## config.mk

```make
export PLATFORM = sky130hd
export DESIGN_NAME = riscv_ex_pipe
export DESIGN_NICKNAME = d
export VERILOG_FILES = /design/src/rtl/riscv_ex_pipe.sv
export SDC_FILE = /design/constraint.sdc
export NUM_CORES = 1
export LEC_CHECK = 0
export BUFFER_PORTS_ARGS = -buffer_cell sky130_fd_sc_hd__buf_2
export CORE_ASPECT_RATIO = 1.75
export CORE_MARGIN = 5
export CORE_UTILIZATION = 45
export CTS_CLUSTER_DIAMETER = 60
export DETAILED_ROUTE_END_ITERATION = 16
export HOLD_SLACK_MARGIN = 0.03
export PLACE_DENSITY = 0.64
export SYNTH_ARGS = -nofsm -noshare
export SYNTH_HDL_FRONTEND = slang
export SYNTH_SLANG_ARGS = --single-unit
```

## constraint.sdc

```tcl
create_clock -name clk -period 9.2 [get_ports clk]
set_clock_uncertainty 0.15 [all_clocks]
set_input_delay 1.84 -clock clk [delete_from_list [all_inputs] [get_ports clk]]
set_output_delay 1.84 -clock clk [all_outputs]
set_load 0.05 [all_outputs]
```

## src/rtl/riscv_ex_pipe.sv

```systemverilog
// Registered execute stage: ALU, branch/jump resolution and an optional
// radix-2 iterative multiplier, with valid/ready handshakes and flush.
module riscv_ex_pipe #(
  parameter int              XLEN   = 32,
  parameter bit              MUL_EN = 1'b1,
  parameter logic [XLEN-1:0] PC_RST = {XLEN{1'b0}}
) (
  input  logic            clk,
  input  logic            rst_n,
  input  logic            flush_i,
  input  logic            in_valid_i,
  output logic            in_ready_o,
  input  logic [XLEN-1:0] pc_i,
  input  logic [3:0]      alu_op_i,
  input  logic [XLEN-1:0] alu_a_i,
  input  logic [XLEN-1:0] alu_b_i,
  input  logic [XLEN-1:0] cmp_a_i,
  input  logic [XLEN-1:0] cmp_b_i,
  input  logic [XLEN-1:0] offset_i,
  input  logic            br_i,
  input  logic [2:0]      br_cond_i,
  input  logic            jal_i,
  input  logic            jalr_i,
  output logic            out_valid_o,
  input  logic            out_ready_i,
  output logic [XLEN-1:0] result_o,
  output logic [XLEN-1:0] pc_next_o,
  output logic            redirect_o
);

  localparam int              SHW      = $clog2(XLEN);
  localparam int              CW       = $clog2(XLEN + 1);
  localparam logic [CW-1:0]   CNT_INIT = CW'(XLEN);
  localparam logic [CW-1:0]   CNT_ONE  = {{(CW-1){1'b0}}, 1'b1};
  localparam logic [XLEN-1:0] FOUR     = {{(XLEN-3){1'b0}}, 3'b100};
  localparam logic [XLEN-1:0] LSB_MASK = {{(XLEN-1){1'b1}}, 1'b0};
  localparam logic [XLEN-1:0] ZERO     = {XLEN{1'b0}};

  typedef enum logic {IDLE = 1'b0, BUSY = 1'b1} state_t;

  state_t            state_r, state_nxt_s;
  logic              accept_s, is_mul_s, br_cond_s, redirect_s;
  logic [XLEN-1:0]   alu_res_s, result_s, pc_next_s, pc_plus4_s, acc_step_s;
  logic [XLEN-1:0]   mcand_r, mplier_r, acc_r;
  logic [CW-1:0]     cnt_r;

  // Op codes 10 (when no multiplier is built) and 11-15 fall back to ADD.
  function automatic logic [XLEN-1:0] alu_f(input logic [3:0] op,
                                            input logic [XLEN-1:0] a,
                                            input logic [XLEN-1:0] b);
    logic [SHW-1:0] sh;
    sh = b[SHW-1:0];
    case (op)
      4'd1:    alu_f = a - b;
      4'd2:    alu_f = a & b;
      4'd3:    alu_f = a | b;
      4'd4:    alu_f = a ^ b;
      4'd5:    alu_f = a << sh;
      4'd6:    alu_f = a >> sh;
      4'd7:    alu_f = $signed(a) >>> sh;
      4'd8:    alu_f = {{(XLEN-1){1'b0}}, ($signed(a) < $signed(b))};
      4'd9:    alu_f = {{(XLEN-1){1'b0}}, (a < b)};
      default: alu_f = a + b;
    endcase
  endfunction

  assign accept_s   = in_valid_i & in_ready_o & ~flush_i;
  assign is_mul_s   = MUL_EN && (alu_op_i == 4'd10) && !jal_i && !jalr_i;
  assign pc_plus4_s = pc_i + FOUR;
  assign alu_res_s  = alu_f(alu_op_i, alu_a_i, alu_b_i);
  assign acc_step_s = acc_r + (mplier_r[0] ? mcand_r : ZERO);

  // Branch condition evaluation on the dedicated compare operands.
  always_comb begin
    br_cond_s = 1'b0;
    case (br_cond_i)
      3'b000:  br_cond_s = (cmp_a_i == cmp_b_i);
      3'b001:  br_cond_s = (cmp_a_i != cmp_b_i);
      3'b100:  br_cond_s = ($signed(cmp_a_i) <  $signed(cmp_b_i));
      3'b101:  br_cond_s = ($signed(cmp_a_i) >= $signed(cmp_b_i));
      3'b110:  br_cond_s = (cmp_a_i <  cmp_b_i);
      3'b111:  br_cond_s = (cmp_a_i >= cmp_b_i);
      default: br_cond_s = 1'b0;
    endcase
  end

  // Next-PC selection and result mux for a single-cycle entry.
  always_comb begin
    pc_next_s  = pc_plus4_s;
    redirect_s = 1'b0;
    if (jalr_i) begin
      pc_next_s  = (alu_a_i + offset_i) & LSB_MASK;
      redirect_s = 1'b1;
    end else if (jal_i || (br_i && br_cond_s)) begin
      pc_next_s  = pc_i + offset_i;
      redirect_s = 1'b1;
    end else begin
      pc_next_s  = pc_plus4_s;
      redirect_s = 1'b0;
    end
    if (jal_i || jalr_i) begin
      result_s = pc_plus4_s;
    end else begin
      result_s = alu_res_s;
    end
  end

  // FSM state register.
  always_ff @(posedge clk or negedge rst_n) begin
    if (!rst_n) begin
      state_r <= IDLE;
    end else begin
      state_r <= state_nxt_s;
    end
  end

  // FSM next-state logic; flush aborts a running multiply.
  always_comb begin
    state_nxt_s = state_r;
    case (state_r)
      IDLE: begin
        if (accept_s && is_mul_s) begin
          state_nxt_s = BUSY;
        end else begin
          state_nxt_s = IDLE;
        end
      end
      BUSY: begin
        if (flush_i || (cnt_r == CNT_ONE)) begin
          state_nxt_s = IDLE;
        end else begin
          state_nxt_s = BUSY;
        end
      end
      default: state_nxt_s = IDLE;
    endcase
  end

  // FSM output logic: accept only when idle and the output slot frees up.
  always_comb begin
    if (state_r == IDLE) begin
      in_ready_o = ~out_valid_o | out_ready_i;
    end else begin
      in_ready_o = 1'b0;
    end
  end

  // Output register and multiplier datapath.
  always_ff @(posedge clk or negedge rst_n) begin
    if (!rst_n) begin
      out_valid_o <= 1'b0;
      result_o    <= ZERO;
      pc_next_o   <= PC_RST;
      redirect_o  <= 1'b0;
      mcand_r     <= ZERO;
      mplier_r    <= ZERO;
      acc_r       <= ZERO;
      cnt_r       <= {CW{1'b0}};
    end else if (flush_i) begin
      out_valid_o <= 1'b0;
      redirect_o  <= 1'b0;
      acc_r       <= ZERO;
      cnt_r       <= {CW{1'b0}};
    end else if (accept_s && is_mul_s) begin
      mcand_r     <= alu_a_i;
      mplier_r    <= alu_b_i;
      acc_r       <= ZERO;
      cnt_r       <= CNT_INIT;
      out_valid_o <= 1'b0;
      pc_next_o   <= pc_plus4_s;
      redirect_o  <= 1'b0;
    end else if (accept_s) begin
      out_valid_o <= 1'b1;
      result_o    <= result_s;
      pc_next_o   <= pc_next_s;
      redirect_o  <= redirect_s;
    end else if (state_r == BUSY) begin
      acc_r    <= acc_step_s;
      mcand_r  <= {mcand_r[XLEN-2:0], 1'b0};
      mplier_r <= {1'b0, mplier_r[XLEN-1:1]};
      cnt_r    <= cnt_r - CNT_ONE;
      if (cnt_r == CNT_ONE) begin
        result_o    <= acc_step_s;
        out_valid_o <= 1'b1;
      end
    end else if (out_ready_i) begin
      // Drop redirect together with valid so it never shows on an empty slot.
      out_valid_o <= 1'b0;
      redirect_o  <= 1'b0;
    end
  end

endmodule

```

==> summary.txt <==
Status
  – Outcome: complete, no violations

Logic synthesis
  – Yosys warnings: 0
  – Avg Synthesized Cell Area: 7.71 µm²
  – Seq/Total Area, Yosys: 0.188
  – Async S/R FF share, synth: 1.00
  – Syn Inst Count: 2,920
  – Post-synthesis register bit count: 169
  – Synthesized cell area: 22,500 µm²
  – Syn_nets: 3,356
  – Post-synth top area share: 0.188
  – Synth area leaders: dfrtp_1, ha_1, mux4_2
  – Yosys top cell by area: dfrtp_1
  – Post-synth EDFFs: 0
  – Post-synthesis cell type count: 99
  – Main synth FF type: dfrtp_1

Placed design
  – Dpl cell area: 24,400 µm²
  – Port-buffer cells: 273
  – GPL Wtd Cong: 1.09
  – Placed cells: 3,714
  – Final HPWL DP: 85,000 µm
  – Dpl ws: 2.98 ns

Setup path
  – Reg2Reg Setup Slack: 4.44 ns
  – Critical Path RT: 9.41 ns
  – Reg2reg path depth: 14
  – WS Path Type: in -> reg
  – CP startpoint kind: input pin
  – Worst Path Arrival: 6.08 ns
  – Crit-path max FO: 39
  – CP endpoint kind: flip-flop

STA
  – Slew margin rel.: 0.248
  – Setup TNS: 0 ns
  – Endpoints failing hold: 0
  – Final Setup Violations: 0
  – Period minus WS final: 5.87 ns
  – Max Slew Vio Count: 0
  – Final worst setup slack: 3.33 ns
  – Period utilisation layout: 0.638
  – WHS: 0.333 ns
  – Worst slew pin tran: 1.12 ns
  – Unrepaired setup endpoints after global routing: no
  – F_max: 170 MHz

Flow run
  – Max cap viols: 0

Clocking
  – CTS buffer count: 17
  – Clock Path Buffers: 2
  – Post-CTS resize count: 0
  – Clock sinks: 169
  – Hold Buf Count CTS: 0
  – CTS tree: yes
  – Root buffer cell: clkbuf_16
  – Number of setup buffers added after CTS: 0
  – Worst skew pair latency: 0.50 ns
  – Clock slew at reported path FFs: 0.10 ns
  – H-tree levels: 4

Cells and area
  – Final Util: 0.504
  – Most frequent cells in the layout: nand2_1, buf_2, nor2_1, ha_1, a21oi_1
  – Fin area: 25,000 µm²
  – Commonest non-fill, non-tap cell in the layout: nand2_1
  – Layout area overhead: 11.1%
  – Nets: 3,509
  – Register Area: 4230 µm²
  – Fillers: 5,037
  – Area of the multi-input gates: 17,100 µm²
  – Non-filler cells, final: 3,750
  – Fraction of layout instances using a drive strength above 1: 0.146

Power
  – VDD IR-drop max: 0.000149 V
  – PwrDens: 129 nW/µm²
  – Final Power: 3.22 mW
  – Leak: 11.4 nW

Global route
  – Vias in the first global route: 25,215
  – Tot GR Track Use: 0.400
  – First-pass GRT wire length: 163,000 µm
  – Grt total ovfl: 0
  – Initial antenna violation count: 3
  – Largest net degree at the start of global routing: 76

Drt
  – Mean routed wirelength per cell: 30.1 µm
  – Drt pass-1 iters: 8
  – Residual DRC count: 0
  – Antenna Violating Nets Remaining: 0
  – DR vias: 25,476
  – Total length of routed wires: 113,000 µm
  – DRT iter0 DRCs: 2,821
  – Vias/cell: 6.79

Floorplanning
  – # rows: 108
  – Die H: 306 µm
  – Core area: 49,600 µm²
  – Die Wd: 179 µm
  – I/O Pins: 274
  – Starting Density: 0.454
  – Die area: 54,800 µm²

Hold path
  – Min-Delay Path Depth: 2
  – Worst hold path class: reg -> reg
## layer usage
metal,vias up,global-route usage,part of all wire
met4,2,0.359,0.11
li1,11137,-,-
met1,12180,0.426,0.33
met3,545,0.0853,0.087
met5,-,0,0.000071
met2,1612,0.654,0.47
## power by group
part	internal (mW)	total (mW)	switching, mW
sequential	0.829	0.903	0.0731
combinational	0.471	1.49	1.02
clock	0.425	0.823	0.398
total	1.73	3.22	1.49
## critical path, stage by stage
cell and delay (ns):
buf_2 0.08, buf_4 0.40, clkinv_1 0.39, buf_4 0.32
ha_1 0.42, o21ai_0 0.12, a21oi_1 0.10, o31a_1 0.41
a21o_1 0.30, a211oi_1 0.48, mux2i_1 0.24, nor2_1 0.05
or4_1 0.55, o221ai_1 0.21, o211ai_1 0.12
## flip-flops by register name (all words and copies together), names as in the netlist
register,cells
out_valid_o,1
acc_r,32
cnt_r,6
mcand_r,32
redirect_o,1
state_r,1
mplier_r,32
result_o,32
pc_next_o,32
## final timing paths
check	from	end
max	alu_b_i[4]	result_o[28]
min in group asynchronous	rst_n	pc_next_o[15]
min	mplier_r[5]	mplier_r[4]
max in group asynchronous	rst_n	acc_r[26]
min reg2reg	mplier_r[5]	mplier_r[4]
max reg2reg	mplier_r[0]	result_o[30]
## cell type report
cell class                      count  area share
Clock inverter                     14     0.00785
Sequential cell                   169       0.169
Tap cell                          660      0.0330
Timing Repair Buffer              313      0.0671
Multi-Input combinational cell   2418       0.682
Clock buffer                       18      0.0176
Antenna cell                        4    0.000400
Inverter                          154      0.0231
## synth_stat cells, types with 14 or more instances
cell type and n:
nand3_1 58, xor2_1 50, ha_1 224, a31oi_1 55, a21oi_1 223, o21ai_0 189
or3_1 18, buf_2 25, dfrtp_1 169, a211oi_1 50, nand2_1 333, inv_1 150
xnor2_1 84, nor2b_1 20, a22oi_1 60, nand2b_1 39, nor3_1 48, o22ai_1 22
o21a_1 28, a221oi_1 30, o211ai_1 38, o21ai_1 32, mux2i_1 38, o2111ai_1 14
a22o_1 24, o21bai_1 28, nand4_1 30, nor2_1 266, clkbuf_1 132, a21o_1 54
nor4_1 22, and3_1 29, mux4_2 59, and2_1 46, o221ai_1 22
## cell families after synthesis
group / count (synthesis) / synth area share
compound gates: 994 / 0.293
xor+xnor: 134 / 0.0521
fa+ha+maj: 229 / 0.129
buf+inv: 333 / 0.0592
flops: 169 / 0.188
mux: 108 / 0.0827
simple gates: 953 / 0.196
No activity file was read; power rests on OpenSTA's default activity.
